[config.mk]
export PLATFORM = sky130hd
export DESIGN_NAME = merge_sort_sequencer
export DESIGN_NICKNAME = d
export VERILOG_FILES = /design/src/rtl/merge_sort_pkg.sv /design/src/rtl/merge_select.sv /design/src/rtl/merge_sort_sequencer.sv
export SDC_FILE = /design/constraint.sdc
export NUM_CORES = 1
export LEC_CHECK = 0
export CORE_ASPECT_RATIO = 2
export CORE_MARGIN = 1.5
export CORE_UTILIZATION = 60
export CTS_CLUSTER_DIAMETER = 50
export DETAILED_ROUTE_END_ITERATION = 10
export PLACE_DENSITY_LB_ADDON = 0.08
export SLEW_MARGIN = 30
export SYNTH_ARGS = -nofsm -noshare
export SYNTH_HDL_FRONTEND = slang
export SYNTH_HIERARCHICAL = 1
export SYNTH_SLANG_ARGS = --single-unit
[constraint.sdc]
create_clock -name clock -period 13.3 [get_ports clock]
set_input_delay 2.66 -clock clock [delete_from_list [all_inputs] [get_ports clock]]
set_output_delay 2.66 -clock clock [all_outputs]
set_load 0.1 [all_outputs]
[src/rtl/merge_sort_pkg.sv]
// Shared types and helpers for the merge-sort sequencer: FSM encoding,
// parameter defaults, a log2 helper and the closed-form sort latency.
package merge_sort_pkg;

  localparam int DATA_W_DEF = 16;
  localparam int DEPTH_DEF  = 32;

  typedef enum logic [2:0] {
    ST_IDLE    = 3'd0,
    ST_PRIME   = 3'd1,
    ST_CAPTURE = 3'd2,
    ST_WRITE   = 3'd3,
    ST_DONE    = 3'd4
  } state_e;

  function automatic int clog2(input int n);
    int r;
    r = 0;
    for (int b = 0; b < 31; b++) begin
      if ((32'd1 << b) < n) r = b + 1;
    end
    return r;
  endfunction

  // Edges from the start-sampling edge until done is visible high.
  function automatic int sort_cycles(input int depth);
    int total;
    total = 2;
    for (int w = 1; w < depth; w = w * 2) begin
      total = total + depth / w + 2 * depth;
    end
    return total;
  endfunction

endpackage

[src/rtl/merge_select.sv]
// Merge compare/select: picks the head of run A or run B for the next write.
// Ties resolve to A so that the sort is stable.
module merge_select
  import merge_sort_pkg::*;
#(
  parameter int DATA_W = DATA_W_DEF
) (
  input  logic [DATA_W-1:0] head_a_i,
  input  logic [DATA_W-1:0] head_b_i,
  input  logic              a_ok_i,
  input  logic              b_ok_i,
  output logic              take_a_o,
  output logic [DATA_W-1:0] sel_data_o
);

  // Exhausted runs never win; equal keys favour run A.
  always_comb begin
    take_a_o = a_ok_i && (!b_ok_i || (head_a_i <= head_b_i));
    if (take_a_o) begin
      sel_data_o = head_a_i;
    end else begin
      sel_data_o = head_b_i;
    end
  end

endmodule

[src/rtl/merge_sort_sequencer.sv]
// Bottom-up merge-sort controller over a ping-pong pair of register-file banks.
// Optional SORT_CYCLE_COUNT_EN adds a saturating busy-cycle counter output.
module merge_sort_sequencer
  import merge_sort_pkg::*;
#(
  parameter int  DATA_W = DATA_W_DEF,
  parameter int  DEPTH  = DEPTH_DEF,
  localparam int ADDR_W = clog2(DEPTH)
) (
  input  logic              clock,
  input  logic              reset,
  input  logic              start,
  output logic              busy,
  output logic              done,
  output logic              rd_bank,
  output logic [ADDR_W-1:0] rd_addr_a,
  output logic [ADDR_W-1:0] rd_addr_b,
  input  logic [DATA_W-1:0] rd_data_a,
  input  logic [DATA_W-1:0] rd_data_b,
  output logic              wr_en,
  output logic [ADDR_W-1:0] wr_addr,
  output logic [DATA_W-1:0] wr_data,
  output logic [ADDR_W-1:0] pass_idx,
  output logic              result_bank
`ifdef SORT_CYCLE_COUNT_EN
  ,
  output logic [15:0]       cycle_count
`endif
);

  // Pointers carry one extra bit so that base+2w can reach DEPTH.
  localparam int PW = ADDR_W + 1;
  localparam logic [PW-1:0]     DEPTH_P = PW'(DEPTH);
  localparam logic [PW-1:0]     HALF_P  = PW'(DEPTH / 2);
  localparam logic [PW-1:0]     ONE_P   = PW'(1);
  localparam logic [ADDR_W-1:0] ONE_A   = ADDR_W'(1);

  state_e            state_q, state_d;
  logic [PW-1:0]     i_q, i_d;
  logic [PW-1:0]     j_q, j_d;
  logic [PW-1:0]     k_q, k_d;
  logic [PW-1:0]     base_q, base_d;
  logic [PW-1:0]     w_q, w_d;
  logic [ADDR_W-1:0] pass_q, pass_d;
  logic              rd_bank_q, rd_bank_d;
  logic [DATA_W-1:0] head_a_q, head_a_d;
  logic [DATA_W-1:0] head_b_q, head_b_d;
  logic              busy_q, busy_d;
  logic              done_q, done_d;
  logic              wr_en_q, wr_en_d;
  logic [ADDR_W-1:0] wr_addr_q, wr_addr_d;
  logic [DATA_W-1:0] wr_data_q, wr_data_d;
  logic              result_bank_q, result_bank_d;

  logic [PW-1:0]     mid_s;
  logic [PW-1:0]     pair_end_s;
  logic              a_ok_s;
  logic              b_ok_s;
  logic              take_a_s;
  logic [DATA_W-1:0] sel_data_s;
  logic              accept_s;

  assign mid_s      = base_q + w_q;
  assign pair_end_s = base_q + (w_q << 1);
  assign a_ok_s     = (i_q < mid_s);
  assign b_ok_s     = (j_q < pair_end_s);
  assign accept_s   = (state_q == ST_IDLE) && start;

  merge_select #(
    .DATA_W (DATA_W)
  ) u_select (
    .head_a_i   (head_a_q),
    .head_b_i   (head_b_q),
    .a_ok_i     (a_ok_s),
    .b_ok_i     (b_ok_s),
    .take_a_o   (take_a_s),
    .sel_data_o (sel_data_s)
  );

  // Next-state logic for the pass/pair/element scheduler.
  always_comb begin
    state_d       = state_q;
    i_d           = i_q;
    j_d           = j_q;
    k_d           = k_q;
    base_d        = base_q;
    w_d           = w_q;
    pass_d        = pass_q;
    rd_bank_d     = rd_bank_q;
    head_a_d      = head_a_q;
    head_b_d      = head_b_q;
    busy_d        = busy_q;
    done_d        = done_q;
    wr_en_d       = 1'b0;
    wr_addr_d     = wr_addr_q;
    wr_data_d     = wr_data_q;
    result_bank_d = result_bank_q;
    case (state_q)
      ST_IDLE: begin
        if (start) begin
          w_d       = ONE_P;
          pass_d    = '0;
          rd_bank_d = 1'b0;
          base_d    = '0;
          busy_d    = 1'b1;
          done_d    = 1'b0;
          state_d   = ST_PRIME;
        end else begin
          state_d = ST_IDLE;
        end
      end
      ST_PRIME: begin
        i_d     = base_q;
        j_d     = mid_s;
        k_d     = base_q;
        state_d = ST_CAPTURE;
      end
      ST_CAPTURE: begin
        head_a_d = rd_data_a;
        head_b_d = rd_data_b;
        if (k_q == pair_end_s) begin
          if (pair_end_s == DEPTH_P) begin
            rd_bank_d = ~rd_bank_q;
            base_d    = '0;
            if (w_q == HALF_P) begin
              result_bank_d = ~rd_bank_q;
              state_d       = ST_DONE;
            end else begin
              w_d     = w_q << 1;
              pass_d  = pass_q + ONE_A;
              state_d = ST_PRIME;
            end
          end else begin
            base_d  = pair_end_s;
            state_d = ST_PRIME;
          end
        end else begin
          state_d = ST_WRITE;
        end
      end
      ST_WRITE: begin
        wr_en_d   = 1'b1;
        wr_addr_d = k_q[ADDR_W-1:0];
        wr_data_d = sel_data_s;
        k_d       = k_q + ONE_P;
        if (take_a_s) begin
          i_d = i_q + ONE_P;
        end else begin
          j_d = j_q + ONE_P;
        end
        state_d = ST_CAPTURE;
      end
      ST_DONE: begin
        done_d  = 1'b1;
        busy_d  = 1'b0;
        state_d = ST_IDLE;
      end
      default: begin
        state_d = ST_IDLE;
      end
    endcase
  end

  // State and registered outputs; reset aborts a sort in flight.
  always_ff @(posedge clock or posedge reset) begin
    if (reset) begin
      state_q       <= ST_IDLE;
      i_q           <= '0;
      j_q           <= '0;
      k_q           <= '0;
      base_q        <= '0;
      w_q           <= ONE_P;
      pass_q        <= '0;
      rd_bank_q     <= 1'b0;
      head_a_q      <= '0;
      head_b_q      <= '0;
      busy_q        <= 1'b0;
      done_q        <= 1'b0;
      wr_en_q       <= 1'b0;
      wr_addr_q     <= '0;
      wr_data_q     <= '0;
      result_bank_q <= 1'b0;
    end else begin
      state_q       <= state_d;
      i_q           <= i_d;
      j_q           <= j_d;
      k_q           <= k_d;
      base_q        <= base_d;
      w_q           <= w_d;
      pass_q        <= pass_d;
      rd_bank_q     <= rd_bank_d;
      head_a_q      <= head_a_d;
      head_b_q      <= head_b_d;
      busy_q        <= busy_d;
      done_q        <= done_d;
      wr_en_q       <= wr_en_d;
      wr_addr_q     <= wr_addr_d;
      wr_data_q     <= wr_data_d;
      result_bank_q <= result_bank_d;
    end
  end

  // Read ports see the next pointers so the synchronous banks return the
  // new heads in the following CAPTURE cycle.
  assign rd_addr_a   = i_d[ADDR_W-1:0];
  assign rd_addr_b   = j_d[ADDR_W-1:0];
  assign rd_bank     = rd_bank_q;
  assign busy        = busy_q;
  assign done        = done_q;
  assign wr_en       = wr_en_q;
  assign wr_addr     = wr_addr_q;
  assign wr_data     = wr_data_q;
  assign pass_idx    = pass_q;
  assign result_bank = result_bank_q;

`ifdef SORT_CYCLE_COUNT_EN
  logic [15:0] cyc_q;

  // Busy-cycle counter: cleared on accept, saturating, frozen once idle.
  always_ff @(posedge clock or posedge reset) begin
    if (reset) begin
      cyc_q <= 16'd0;
    end else if (accept_s) begin
      cyc_q <= 16'd0;
    end else if (busy_q && (cyc_q != 16'hFFFF)) begin
      cyc_q <= cyc_q + 16'd1;
    end else begin
      cyc_q <= cyc_q;
    end
  end

  assign cycle_count = cyc_q;
`else
  logic unused_accept_s;
  assign unused_accept_s = accept_s;
`endif

endmodule

# ---- Yosys cells after proc, flatten, opt, wreduce, memory -nomap -nowiden
# Cells that the tools add are included.
dict set report word_totals {
  reg_bits 96
  in_bits 35
  output_inout_bits 41
  wordCells 89
}
dict set report op_classes {
  n_addsub 6
  n_lt_le_gt_ge 3
  eq_ne 13
  muxes 33
  n_bitwise 1
  reduce_logical 15
}
# cell n
set op_table {}
lappend op_table {{one-hot mux 6 bit (2 select lines)} 5}
lappend op_table {{2-to-1 mux 6 bit} 9}
lappend op_table {{2-to-1 mux 5 bit} 4}
lappend op_table {{adder 6 x 1 -> 6 bit, second input constant} 3}
lappend op_table {{<= comparator 16 bit} 1}
lappend op_table {{2-to-1 mux 16 bit} 1}
lappend op_table {{adder 6 bit} 2}
lappend op_table {{< comparator 6 bit} 2}
lappend op_table {{inequality test 2 bit, second input constant} 6}
lappend op_table {{one-hot mux 5 bit (2 select lines)} 1}
lappend op_table {{2-to-1 mux 3 bit} 3}
lappend op_table {{one-hot mux 3 bit (3 select lines)} 1}
lappend op_table {{AND reduction 4 bit} 2}
lappend op_table {{equality test 3 x 2 -> 1 bit, second input constant} 2}
lappend op_table {{equality test 6 x 5 -> 1 bit, second input constant} 1}
lappend op_table {{equality test 6 bit} 1}
lappend op_table {{equality test 6 bit, second input constant} 1}
lappend op_table {{2-to-1 mux 1 bit} 6}
lappend op_table {{one-hot mux 1 bit (2 select lines)} 3}
lappend op_table {{AND reduction 2 bit} 3}
lappend op_table {{nonzero test 2 bit} 3}
lappend op_table {{adder 5 x 1 -> 5 bit, second input constant} 1}
lappend op_table {{AND reduction 5 bit} 1}
lappend op_table {{equality test 3 x 1 -> 1 bit, second input constant} 1}
lappend op_table {{other kinds (8)} 8}

# ---- Logic depth before layout (Yosys ltp)
dict set report logic_depth {
  word_depth 7
  depth_mapped 22
  depth_no_buf 19
}

# ---- Cells and area by module
# The synthesis kept the hierarchy.
# module instances cells_each area_each_um2 seq_area_each_um2
set modules_own_cells {}
lappend modules_own_cells {merge_sort_sequencer 1 476 4778.3 2378.5}
lappend modules_own_cells {merge_select 1 80 708.2 0.0}

# ---- Worst setup path before layout
# OpenSTA, ideal clock, no wires.
dict set report synth_timing {
  kind {reg2out}
  from {register base_q[2]}
  to {output port rd_addr_b[3]}
  t_arrival_ps 4208
  t_required_ps 10640
  setup_slack_ps 6432
  stages_incl_launch_ff 20
  path_buffers 3
  path_cell_list {dfrtp_1 ha_1 a21oi_1 nor2b_1 o21a_1 or2_2 ha_1 a21o_1 a21oi_1 o2111ai_1 a311oi_1 a31oi_4 buf_12 inv_1 clkbuf_1 and4b_1 and3_1 o21ai_0 o221ai_1 buf_4}
}
dict set report synth_between {
  elab_cells_between_ends 9
  cone_classes {add/sub (2); order compare (2); mux (2); reduce/logical (3)}
}
# item line
set synth_rtl {}
lappend synth_rtl {{from (decl)} merge_sort_sequencer.sv:42} ;# logic [PW-1:0] base_q, base_d;
lappend synth_rtl {{from (signal assigned)} merge_sort_sequencer.sv:188} ;# base_q <= base_d;
lappend synth_rtl {{adder 6 bit} merge_sort_sequencer.sv:63} ;# assign mid_s = base_q + w_q;
lappend synth_rtl {{< comparator 6 bit} merge_sort_sequencer.sv:65} ;# assign a_ok_s = (i_q < mid_s);
lappend synth_rtl {{net a_ok_s} merge_sort_sequencer.sv:57} ;# logic a_ok_s;
lappend synth_rtl {{logical AND 1 bit} merge_select.sv:18} ;# take_a_o = a_ok_i && (!b_ok_i || (head_a_i <= head_b_i));
lappend synth_rtl {{net take_a_s} merge_sort_sequencer.sv:59} ;# logic take_a_s;
lappend synth_rtl {{2-to-1 mux 6 bit} merge_sort_sequencer.sv:146} ;# if (take_a_s) begin
lappend synth_rtl {{one-hot mux 6 bit (2 select lines)} merge_sort_sequencer.sv:98} ;# case (state_q)
lappend synth_rtl {{to (decl)} merge_sort_sequencer.sv:17} ;# output logic [ADDR_W-1:0] rd_addr_b,
# The timed path passes the listed nets, and every way through them passes these cells. The select of a mux whose other input is x is not followed.

# ---- Worst setup path in the final report
dict set report layout_timing {
  from {register w_q[2]}
  to {output port rd_addr_b[4]}
}
dict set report layout_between {
  elab_chain_cells 7
  elab_cells_between_ends 9
  cone_classes {add/sub (2); order compare (2); mux (2); reduce/logical (3)}
}
# item line
set layout_lines {}
lappend layout_lines {{from (decl)} merge_sort_sequencer.sv:43} ;# logic [PW-1:0] w_q, w_d;
lappend layout_lines {{from (signal assigned)} merge_sort_sequencer.sv:189} ;# w_q <= w_d;
lappend layout_lines {{adder 6 bit} merge_sort_sequencer.sv:64} ;# assign pair_end_s = base_q + (w_q << 1);
lappend layout_lines {{< comparator 6 bit} merge_sort_sequencer.sv:66} ;# assign b_ok_s = (j_q < pair_end_s);
lappend layout_lines {{net b_ok_s} merge_sort_sequencer.sv:58} ;# logic b_ok_s;
lappend layout_lines {{logical NOT 1 bit} merge_select.sv:18}
lappend layout_lines {{logical OR 1 bit} merge_select.sv:18}
lappend layout_lines {{logical AND 1 bit} merge_select.sv:18}
lappend layout_lines {{net take_a_s} merge_sort_sequencer.sv:59}
lappend layout_lines {{2-to-1 mux 6 bit} merge_sort_sequencer.sv:146}
lappend layout_lines {{one-hot mux 6 bit (2 select lines)} merge_sort_sequencer.sv:98}
# The timed path passes the listed nets, and every way through them passes these cells. The select of a mux whose other input is x is not followed.

==> results.cfg <==
[grt]
grt_max_degree = 68
grt_use_total_pct = 29.0
grt_pass1_wl_um = 22100
gr-total-overflow = 0
antenna_found_initial = 0
grt_pass1_vias = 4586

[run_status]
outcome = complete, no violations

[sta]
relSlewSlack_pct = 33.8
worst_slack_ns = 4.57
tns_ns = 0
period_share_pct = 65.6
fin_skew_ns = 0.00794
hold_violations = 0
worst_pin_slew_ns = 0.991
hold_ws_ns = 0.495
maxSlewViolCount = 0
setup_viol = 0
clock.fmax_ghz = 0.115
rsz0062_at_grt = no
fin_crit_ns = 8.73

[synth]
synth_seq_cells = 95
ys_seq_area_share_pct = 43.4
synthCells = 556
synth_flop_cell = dfrtp_1
synth_edf_count = 0
async_reset_ff_share_pct = 100
ys_warn_count = 6
avgSynthCellArea_um2 = 9.87
syn-cell-area_um2 = 5490
synth_nets = 629
synth_cell_type_count = 63

[critical_path]
slowest_delay_ns = 1.20
path_class = register to output port
critPathSlowestCell = clkdlybuf4s50_1
reg2reg_slack_ns = 8.61
critPathLaunchType = register
r2r_end = j_q[5]
r2r_cells = 16
crit_chain = ha_1, a21oi_1, a21oi_1, or2_2, ha_1, a221o_1, o21ai_0, inv_1, a22o_1, a31oi_4, inv_1, nor2b_1, nand3_1, nor3_1, a21o_1, a22oi_1, o21ai_0, clkdlybuf4s50_1
r2r_start = w_q[2]
cp-end-kind = output port
required_ns = 10.64
crit_fanout = 17
arrival_ns = 6.07

[clocking]
cts_hold_buf = 0
ctsResizeCount = 0
clk_path_buf_depth = 2
cts_setup_buffers = 0
cts.clk_slew.worst_paths_ns = 0.06
htreeDepth = 3
root_buffer = clkbuf_16
worstSkewPairLatency_ns = 0.35
cts_tree = yes
cts_buffers = 9
clkSinkCount = 95

[route]
first_pass_iters = 4
vias = 4294
ant_nets = 0
wl_met2_um = 7550
routed.top_layer = met4
wl_per_cell_um = 18.8
routed_via_density = 5.96
drc_errors = 0
drt-initial-drc-count = 162
drt_wl_total_um = 13500
wl_met3_um = 521
drt-met1-wl_um = 4840

[finish]
syn_to_final_growth_pct = 18.9
drive_gt1_share_pct = 13.9
antenna_cells = 0
fin_area_um2 = 6530
nNetsFinal = 686

[placed_design]
placed_area_um2 = 6220
globalplace.congestion = 0.912
port_buffers = 75
pre_cts_slack_ns = 5.07
hpwl_um = 9680

[floorplan]
die_w_um = 70.6
io_pins = 76
core_area_um2 = 8950
dieHeight_um = 138
start_util_pct = 61.3
rows = 49
dieArea_um2 = 9760

[power]
switching_power_uw = 158
p_clk_share_pct = 41.8
seqPwrFrac_pct = 48.3
switching_share_pct = 25.3
powerDensity_nw_per_um2 = 95.8
report.power.total_uw = 625
ir_worst_vdd_v = 0.0000873
power.leakage_nw = 2.97
p_int_uw = 467
p_comb_share_pct = 9.9

[worst_hold_path]
hp-start = pass_idx[4]
hold_depth = 1
hold_end = pass_idx[4]
min_path_type = register to register

[run]
maxCapViolations = 0
critical path: cells and delay by family, from the launching register on:
kind                       cells  cell delay [ns]
and+or+nand+nor                4             0.90
adders and majority gates      2             0.68
buffers and inverters          3             1.61
AOI/OAI and AO/OA              9             2.09
DFF                            1             0.45
worst max-delay path by stage:
stage                              end  depth (start not counted)  startpoint
after floorplan           rd_addr_b[3]                         19   base_q[2]
after global placement    rd_addr_b[4]                         20      w_q[0]
after detailed placement  rd_addr_b[4]                         20      w_q[0]
after CTS                 rd_addr_b[4]                         18      w_q[2]
after global routing      rd_addr_b[4]                         18      w_q[2]
final                     rd_addr_b[4]                         18      w_q[2]
per-stage QoR:
step | utilization, % | std cells
floorplan | - | 556
global placement | 69.4 | 704
detailed placement | 69.5 | 704
CTS | 72.8 | 720
global route | 72.9 | 720
finish | 72.9 | 720
routing by layer:
| layer | up-vias | global-route usage, % |
|---|---|---|
| li1 | 2037 | - |
| met1 | 2095 | 29.6 |
| met2 | 115 | 53.2 |
| met3 | 47 | 4.96 |
| met4 | 0 | 17.6 |
| met5 | - | 0 |
synth_stat cells (8+ instances only):
library cell  count  share of area, %
nand3_1          20               1.8
dfrtp_1          94                43
ha_1             37               8.4
buf_4            10               1.4
nor2_1           15               1.0
nand2_1         120               8.2
mux2_4            9               2.5
o21ai_0          18               1.6
nor3_1            8              0.73
a21o_1            9               1.2
mux2_2           29               6.0
inv_1            29               2.0
o22ai_1           9               1.0
nand2b_1          8              0.91
a21oi_1          31               2.8
clkbuf_1         13              0.89
state kept, by name, summed over array words and instances (netlist names), 3 cells and up:
signal,flops
wr_data,16
head_a_q,16
state_q,3
i_q,6
wr_addr,5
pass_idx,5
k_q,6
base_q,5
w_q,6
head_b_q,16
j_q,6
power groups by stage:
| stage | logic (mW) | registers [mW] | clock network [mW] |
|---|---|---|---|
| final | 0.0621 | 0.302 | 0.261 |
| after floorplan | 0.0221 | 0.324 | 0 |
| after global routing | 0.0672 | 0.303 | 0.274 |
| after detailed placement | 0.0624 | 0.307 | 0 |
| after global placement | 0.0612 | 0.307 | 0 |
| after CTS | 0.0630 | 0.302 | 0.266 |
kinds of logic after synthesis:
logic type | after synthesis | share of synthesized area (%)
adder cells (fa/ha/maj) | 38 | 8.80
AND/OR/NAND/NOR | 203 | 17.8
flip-flops | 95 | 43.4
XOR/XNOR | 11 | 2.30
buffers and inverters | 61 | 5.18
multiplexers | 44 | 9.51
AO/OA/AOI/OAI | 104 | 13.1
layout by cell type, fill, tap and decap left out, drive strengths merged, types with 10 or more instances in the layout:
cell | netlist | final
clkdlybuf4s50 | 0 | 75
inv | 29 | 30
nor2 | 16 | 16
nand2 | 121 | 121
ha | 37 | 37
dfrtp | 94 | 94
a21oi | 31 | 31
mux2 | 38 | 38
a21o | 10 | 10
nor3 | 10 | 10
nand3 | 20 | 20
clkbuf | 13 | 10
o21ai | 21 | 21
layout make-up:
class                      count  area [µm²]
inverter                      29         110
tap                          102         128
clock buffer                  10         229
multi-input combinational    400        2840
clock inverter                 6        67.6
fill                         659        2430
sequential                    95        2380
timing repair buffer          78         773
(Power assumes the default switching activity.)
